--- src/rtl/instruction_fetch.sv ---
// Fetch stage: drives PC to instruction memory and holds one fetched instruction
// for decode, with stall, redirect flush, halt-opcode stop and a saturating fetch counter.
module instruction_fetch #(
   parameter logic [9:0] RESET_PC    = 10'h000,
   parameter logic [3:0] HALT_OPCODE = 4'hF
) (
   input  logic        clk,
   input  logic        reset,
   output logic [9:0]  PC,
   input  logic [15:0] Instruction,
   input  logic        id_ready,
   input  logic        redirect_valid,
   input  logic [9:0]  redirect_target,
   output logic        id_valid,
   output logic [15:0] id_instr,
   output logic [9:0]  id_pc,
   output logic        halted,
   output logic [15:0] fetch_count
);

   typedef enum logic {RUN = 1'b0, HALTED = 1'b1} state_t;

   state_t      r_state, w_state_nxt;
   logic [9:0]  r_pc, w_pc_nxt;
   logic        r_id_valid, w_id_valid_nxt;
   logic [15:0] r_id_instr, w_id_instr_nxt;
   logic [9:0]  r_id_pc, w_id_pc_nxt;
   logic [15:0] r_fetch_count, w_fetch_count_nxt;
   logic        w_load;
   logic        w_is_halt;

   // A new word enters the output register only when the slot is empty or draining.
   assign w_load    = (r_state == RUN) && !redirect_valid && (!r_id_valid || id_ready);
   assign w_is_halt = (Instruction[15:12] == HALT_OPCODE);

   always_ff @(posedge clk or posedge reset) begin
      if (reset) begin
         r_state       <= RUN;
         r_pc          <= RESET_PC;
         r_id_valid    <= 1'b0;
         r_id_instr    <= 16'h0000;
         r_id_pc       <= 10'h000;
         r_fetch_count <= 16'h0000;
      end else begin
         r_state       <= w_state_nxt;
         r_pc          <= w_pc_nxt;
         r_id_valid    <= w_id_valid_nxt;
         r_id_instr    <= w_id_instr_nxt;
         r_id_pc       <= w_id_pc_nxt;
         r_fetch_count <= w_fetch_count_nxt;
      end
   end

   always_comb begin
      w_state_nxt       = r_state;
      w_pc_nxt          = r_pc;
      w_id_valid_nxt    = r_id_valid;
      w_id_instr_nxt    = r_id_instr;
      w_id_pc_nxt       = r_id_pc;
      w_fetch_count_nxt = r_fetch_count;
      if (redirect_valid) begin
         // Flush wins even if decode is accepting this cycle.
         w_pc_nxt       = redirect_target;
         w_id_valid_nxt = 1'b0;
         w_state_nxt    = RUN;
      end else if (w_load) begin
         w_id_instr_nxt    = Instruction;
         w_id_pc_nxt       = r_pc;
         w_id_valid_nxt    = 1'b1;
         w_fetch_count_nxt = (r_fetch_count == 16'hFFFF) ? r_fetch_count : r_fetch_count + 16'd1;
         if (w_is_halt) w_state_nxt = HALTED;
         else           w_pc_nxt    = r_pc + 10'd1;
      end else if (r_id_valid && id_ready) begin
         w_id_valid_nxt = 1'b0;
      end
   end

   assign PC          = r_pc;
   assign id_valid    = r_id_valid;
   assign id_instr    = r_id_instr;
   assign id_pc       = r_id_pc;
   assign halted      = (r_state == HALTED);
   assign fetch_count = r_fetch_count;

endmodule

--- config.mk ---
export PLATFORM = sky130hd
export DESIGN_NAME = instruction_fetch
export DESIGN_NICKNAME = d
export VERILOG_FILES = /design/src/rtl/instruction_fetch.sv
export SDC_FILE = /design/constraint.sdc
export NUM_CORES = 1
export LEC_CHECK = 0
export ABC_AREA = 1
export CORE_MARGIN = 4
export CORE_UTILIZATION = 51
export CTS_CLUSTER_SIZE = 10
export DETAILED_ROUTE_END_ITERATION = 10
export PLACE_DENSITY = 0.87
export SLEW_MARGIN = 5
export SYNTH_ARGS = -nofsm -noshare
export SYNTH_HDL_FRONTEND = slang
export SYNTH_SLANG_ARGS = --single-unit
export TNS_END_PERCENT = 20
--- constraint.sdc ---
create_clock -name clk -period 4.9 [get_ports clk]
set_clock_uncertainty 0.1 [all_clocks]
set_input_delay 0.735 -clock clk [delete_from_list [all_inputs] [get_ports clk]]
set_output_delay 0.735 -clock clk [all_outputs]
set_load 0.005 [all_outputs]
-- After elaboration in Yosys (flattened, before gate mapping)
Index checks and enable logic that the tools add are counted.
- flip-flop bits (word level): 54
- logic and storage cells: 36
- latch bits: 0
- input bits: 30
- output and inout bits: 54
- memory bits (writable): 0
- bits in read-only memories: 0
- memories: 0
- $add $sub $neg: 2
- div/mod/pow operators: 0
- eq/ne operators: 3
- mux-type cells: 9
- reduce and logical (&&, ||, !) cells: 13
- bitwise logic cells: 3
- magnitude comparators: 0
- shifts and indexed selects: 0
- multiply operators: 0
- operator list (cell ; count):
    two-way mux 10 bit ; 3
    adder 16 x 1 -> 16 bit, second input constant ; 1
    equality test 16 bit, second input constant ; 1
    adder 10 x 1 -> 10 bit, second input constant ; 1
    two-way mux 1 bit ; 6
    AND reduction 2 bit ; 3
    equality test 4 bit, second input constant ; 1
    nonzero test 2 bit ; 2
    logical AND 1 bit ; 3
    NOT 1 bit ; 3
    AND reduction 3 bit ; 1
    nonzero test 3 bit ; 1
    logical NOT 1 bit ; 2
    inequality test 2 bit, second input constant ; 1
    logical OR 1 bit ; 1

-- Logic depth before layout (Yosys ltp)
Gate-level depths: netlist (run 1).
- word-level depth: 5
- depth in mapped cells: 10
- gate-level depth less buffers: 8

-- Worst setup path before layout (run 1)
OpenSTA, ideal clock, no wires.
- kind: input -> register
- start: in redirect_valid
- end: reg r_pc[6], in the netlist PC[6]
- data arrival time: 1.626 ns
- required time: 4.683 ns
- stages on the path: 10
- buffers on the path: 3
- path slack: 3.057 ns
- library setup time: 0.117 ns
- cell sequence: buf_2 > inv_2 > nand3_1 > buf_4 > nand2_1 > o21ai_0 > buf_2 > nor2_1 > nand2_1 > nand2_1
- cells in the longest elaborated chain, start to end: 5
- elaborated cells between the ends (all ways): 7
- classes of those cells: eq/ne: 1; mux: 1; reduce/logical: 5
- ends and longest elaborated chain (item ; RTL line ; source):
    from (decl) ; 12 ; input logic redirect_valid,
    logical NOT 1 bit ; 33 ; assign w_load = (r_state == RUN) && !redirect_valid && (!r_id_valid || id_ready);
    logical AND 1 bit (2 in series) ; 33 ;
    nonzero test 2 bit (no source line) ; -- ;
    AND reduction 2 bit (no source line) ; -- ;
    to (signal assigned) ; 46 ; r_pc <= w_pc_nxt;
    to (decl) ; 24 ; logic [9:0] r_pc, w_pc_nxt;
Parallel ways exist; a longest one is shown, timed or not.
A chain may end at the register's enable or synchronous reset.

-- Worst setup path after layout (run 1)
- start: in redirect_valid
- end: reg r_pc[3], in the netlist PC[3]
Same word-level chain as after synthesis.

==> results.ini, run 1 <==
[run_status]
outcome = finished clean

[sta]
min_period_ns = 3.11
fmax_mhz = 321
rsz0062_at_grt = no
setup_viol = 0
worstMarginPinSlew_ns = 1.25
setup_slack_ns = 1.79
post-route-period-util_pct = 63.5
slew_viol_final = 0
holdWs_ns = 0.387
maxSlewHeadroom_pct = 16.0
finalSetupTns_ns = 0
hold_violations = 0

[route]
drc_errors = 0
via_per_inst = 5.05
antenna_left = 0
wire_per_inst_microns = 13.5
drt_wl_total_mm = 7.11
drt_first_pass_iters = 4
drtIter0Drc = 157
vias = 2652

[critical_path]
crit_arrival_ns = 3.25
path_class = in2reg
worst_setup_path_end_kind = flop
worst-endpoint-required_ns = 5.04
cp_max_fo = 20
reg2reg_setup_slack_ns = 2.61
critPathLaunchType = input port

[final_layout]
n_fill_cell = 404
fin_util_pct = 71.8
diodes = 0
nNetsFinal = 486
area_growth_pct = 34.2
drive_gt1_share_pct = 3.96

[power_and_ir_drop]
finalPower_w = 0.00117
internal_power_w = 0.000807
clockPowerShare_pct = 21.8
pwr_density_cell_nw_per_um2 = 314
combPwrFrac_pct = 28.3
pwr-share-seq_pct = 49.9
ir_drop_mv = 0.146
power_switching_w = 0.000358
power_switching_share_pct = 30.7
leakagePower_nw = 1.80

[cts]
clkTransAtPathRegs_ns = 0.09
clk_latency_ns = 0.30
cts_tree = yes
cts_sinks = 54
clockBufferDepth = 2
cts_hold_buf = 0
postCtsSetupBuffers = 0
ctsHtreeMaxLevel = 2
post_cts_resized = 0
cts_buffers = 5
cts_root_buf = clkbuf_8

[floorplan]
dieHeight_microns = 81.7
initial_core_util_pct = 53.5
die-area_sq_um = 6670
die_width_microns = 81.7
row_count = 26
core_area_sq_um = 5170
io_pins = 84

[global_route]
grt.overflow.total = 0
grt_pass1_wl_mm = 12.0
grt_max_degree = 55
grt_pass1_vias = 2727
grt_antenna_before_repair = 0
grtUsageTotal_pct = 23.1

[flow_run]
cap_violations = 0

[yosys]
synth-seq-area-share_pct = 48.8
yosys_warnings = 0
synth_cell_types = 25
ys_top_cells_by_area = dfrtp_1, nand2_1, nand3_1, nor2_1, inv_1
yosys.area.top_type = dfrtp_1
ys_ff_latch = 54
yosys.area.top_type_share_pct = 48.8
postSynthAreaPerCell_sq_um = 7.38
synth.net_count = 407
syn_inst = 375
synthesis.area_sq_um = 2770

[place]
portBuffers = 83
post-dp-hpwl_mm = 5.19
globalplace.congestion = 0.931
place_ws_ns = 1.50

[min_path]
hold_path_class = reg2reg

-- worst max-delay path: stages --
cell             delay, ns
clkdlybuf4s50_1       0.55
inv_2                 0.30
nand3_1               0.45
inv_1                 0.65
nand2_1               0.14
nand2_1               0.20
nand3_1               0.13
nand2_1               0.08
-- final cells by class --
| cell class | instances | area (sq um) | share of cell area, % |
|---|---|---|---|
| Sequential cell | 54 | 1350 | 36.4 |
| Clock buffer | 7 | 86.3 | 2.32 |
| Multi-Input combinational cell | 282 | 1240 | 33.5 |
| Tap cell | 70 | 87.6 | 2.36 |
| Inverter | 27 | 101 | 2.73 |
| Clock inverter | 1 | 5.00 | 0.135 |
| Timing Repair Buffer | 84 | 838 | 22.6 |
-- cell usage after synthesis (all sizes together) --
library cell / number
nand2: 185
a21oi: 1
xor2: 5
xnor2: 4
clkbuf: 3
dfrtp: 54
ha: 2
inv: 27
nand4: 8
nor2: 32
nor3: 1
or2: 2
o21ai: 17
nand3: 23
buf: 9
o22ai: 2
-- flip-flops by register name, indices dropped and copies added (netlist names) --
| register | flops |
|---|---|
| id_valid | 1 |
| fetch_count | 16 |
| id_instr | 16 |
| id_pc | 10 |
| PC | 10 |
| halted | 1 |
-- metal layers --
layer	routed length [microns]	vias to the layer above	track usage, %	part of all wire (%)
met4	99	0	7.31	1.4
li1	-	1322	-	-
met2	3560	91	40.0	50
met1	3000	1228	28.4	42
met5	0	-	0	0
met3	448	11	5.37	6.3
-- cells by family (layout without fill, tap and decap cells) --
group | Yosys count | in the layout | share of synthesized area, %
DFF | 54 | 54 | 48.8
and+or+nand+nor | 251 | 251 | 37.1
buffers and inverters | 39 | 119 | 6.19
xor gates and xnor gates | 9 | 9 | 2.85
AOI/OAI and AO/OA | 20 | 20 | 4.11
adders and majority gates | 2 | 2 | 0.904
-- power by group through the flow --
stage | Clock [W] | Sequential, W | Combinational, W
CTS | 0.000260 | 0.000581 | 0.000335
floorplan | 0 | 0.000580 | 0.000137
finish | 0.000254 | 0.000582 | 0.000330
global route | 0.000282 | 0.000591 | 0.000367
global placement | 0 | 0.000586 | 0.000317
detailed placement | 0 | 0.000587 | 0.000331
-- path summary, 6_finish.rpt --
path                                           from  cells past startpoint                    endpoint
setup / recovery                     redirect_valid                      8           PC[3]$_DFFE_PP0P_
hold reg to reg            id_instr[11]$_DFFE_PP0P_                      2    id_instr[11]$_DFFE_PP0P_
max in group asynchronous                     reset                      2        id_pc[8]$_DFFE_PP0P_
min in group asynchronous                     reset                      2  fetch_count[4]$_DFFE_PP0P_
hold / removal             id_instr[11]$_DFFE_PP0P_                      2    id_instr[11]$_DFFE_PP0P_
setup reg to reg               id_valid$_DFFE_PP0P_                      7           PC[3]$_DFFE_PP0P_
-- cell usage in the layout, fill, tap and decap left out, drive strengths merged, types with 4 or more instances in the layout --
| cell type | netlist | final |
|---|---|---|
| nand2 | 185 | 185 |
| clkdlybuf4s50 | 0 | 83 |
| dfrtp | 54 | 54 |
| nor2 | 32 | 32 |
| inv | 27 | 27 |
| nand3 | 23 | 23 |
| o21ai | 17 | 17 |
| nand4 | 8 | 8 |
| clkbuf | 3 | 7 |
| xor2 | 5 | 5 |
| xnor2 | 4 | 4 |
-- through the flow --
stage | cell area (sq um) | instances
after floorplan | 2770 | 375
after global routing | 3710 | 525
final | 3710 | 525
after global placement | 3620 | 517
after detailed placement | 3620 | 517
after CTS | 3710 | 525
Power figures use the tool's default switching activity.
==> run 2, diff against run 1 <==
CORE_UTILIZATION = 42   (was 51)
PLACE_DENSITY = 0.77   (was 0.87)
clock period = 2.6 ns   (was 4.9 ns; I/O delays follow)
==> run 2 against run 1 <==
  * Final cell count is 2.7% higher
  * Power up 97%
  * Non-clock buffer count grew 7
  * Combinational power up 88%
  * Clock-buffer cell count decreased by 2
  * Final area increased by 2.7%
  * Global-route usage shrank 4.3 points
  * Clock power is 130% higher
  * Largest power group unchanged
  * Highest routed layer unchanged
==> results.ini, run 2 (synthesis gave the netlist of run 1 again) <==
[critical_path]
path_class = reg2reg
rr_worst_depth = 9
r2r_start = fetch_count[0]$_DFFE_PP0P_
reg2reg_setup_slack_ns = 0.62
slowest_delay_ns = 0.49
path_buf_inv = 1
cp_max_fo = 9
worst-endpoint-required_ns = 2.71
critPathLaunchType = flop
worstPathCellList = ha_1 -> nand3_2 -> nor2_4 -> nand2_4 -> nor2_1 -> nor2_2 -> buf_4 -> nand2_1 -> nand2_1
rr_endpoint = fetch_count[1]$_DFFE_PP0P_
cp_common_cell = nand2_1
crit_arrival_ns = 2.09
path_delay_family = simple AND/OR/NAND/NOR gates
worst_setup_path_end_kind = flop
crit_slowest_cell = dfrtp_1

[power_and_ir_drop]
combPwrFrac_pct = 27.0
pwr_density_cell_nw_per_um2 = 603
internal_power_w = 0.00161
power_switching_share_pct = 30.1
ir_drop_mv = 0.357
clockPowerShare_pct = 25.6
power_switching_w = 0.000692
leakagePower_nw = 1.85
pwr-share-seq_pct = 47.4

[route]
vias = 2618
drt_first_pass_iters = 4
drtIter0Drc = 107
via_per_inst = 4.86
wire_per_inst_microns = 12.6
drt_wl_total_mm = 6.77
drc_errors = 0
antenna_left = 0

[cts]
ctsHtreeMaxLevel = 2
cts_buffers = 5
cts_sinks = 54
cts_root_buf = clkbuf_8
clockBufferDepth = 2
clkTransAtPathRegs_ns = 0.10
cts_tree = yes
post_cts_resized = 0
postCtsSetupBuffers = 0
cts_hold_buf = 0
clk_latency_ns = 0.31

[floorplan]
dieHeight_microns = 89.2
initial_core_util_pct = 43.3
io_pins = 84
die-area_sq_um = 7950
die_width_microns = 89.2
row_count = 29
core_area_sq_um = 6390

[global_route]
grt_antenna_before_repair = 0
grt_max_degree = 31
grt_pass1_wl_mm = 11.8
grtUsageTotal_pct = 18.8
grt_pass1_vias = 2641
grt.overflow.total = 0

[sta]
fmax_mhz = 504
rsz0062_at_grt = no
setup_viol = 0
finalSetupTns_ns = 0
min_period_ns = 1.98
holdWs_ns = 0.335
slew_viol_final = 0
maxSlewHeadroom_pct = 62.8
hold_violations = 0
worstMarginPinSlew_ns = 0.557
post-route-period-util_pct = 76.2

[place]
post-dp-hpwl_mm = 5.22
placed_area_sq_um = 3700
globalplace.congestion = 0.815
portBuffers = 83

[run_status]
outcome = finished clean

[final_layout]
regArea_sq_um = 1350
diodes = 0
layout_common_cells = nand2_1, clkdlybuf4s50_1, dfrtp_1, nor2_1, inv_1
multi_input_area_sq_um = 1240
layout_commonest_cell = nand2_1
area_growth_pct = 37.8
n_fill_cell = 598
drive_gt1_share_pct = 5.63
nNetsFinal = 493
final_cell_area_sq_um = 3810

[min_path]
hold_path_class = in2async

[flow_run]
cap_violations = 0

## run 2: area by class of cell
cell class	count	share of cell area (%)
Clock buffer	5	1.80
Clock inverter	3	1.28
Inverter	27	2.66
Multi-Input combinational cell	282	32.6
Sequential cell	54	35.4
Tap cell	77	2.53
Timing Repair Buffer	91	23.7
## run 2: routing by layer
metal / wire, microns / global-route usage, % / vias up
met3: 397 / 5.16 / 11
met2: 3300 / 33.4 / 63
met1: 2960 / 22.4 / 1211
li1: - / - / 1333
met4: 110 / 4.74 / 0
met5: 0 / 0 / -
## run 2: stage by stage
step,power [W],std cells,setup WS (ns),util [%]
CTS,0.00232,539,0.621,59.7
finish,0.00230,539,0.618,59.7
floorplan,0.00135,375,0.795,-
detailed placement,0.00173,531,0.568,57.9
global route,0.00245,539,0.481,59.7
global placement,0.00171,531,0.628,57.9
## run 2: how the worst max path moves through the flow
stage	from	end	slack, ns	depth (start not counted)
finish	fetch_count[0]$_DFFE_PP0P_	fetch_count[1]$_DFFE_PP0P_	0.62	9
global route	fetch_count[0]$_DFFE_PP0P_	fetch_count[8]$_DFFE_PP0P_	0.48	7
CTS	fetch_count[0]$_DFFE_PP0P_	fetch_count[1]$_DFFE_PP0P_	0.62	9
detailed placement	id_ready	fetch_count[1]$_DFFE_PP0P_	0.57	8
global placement	id_ready	fetch_count[15]$_DFFE_PP0P_	0.63	8
floorplan	reset	PC[0]$_DFFE_PP0P_	0.80	1
## run 2: power by group through the flow
stage,Clock [W],Sequential (W),Combinational (W)
final,0.000589,0.00109,0.000622
after global routing,0.000641,0.00111,0.000697
after CTS,0.000603,0.00109,0.000632
after detailed placement,0,0.00110,0.000629
after global placement,0,0.00110,0.000611
after floorplan,0,0.00109,0.000259
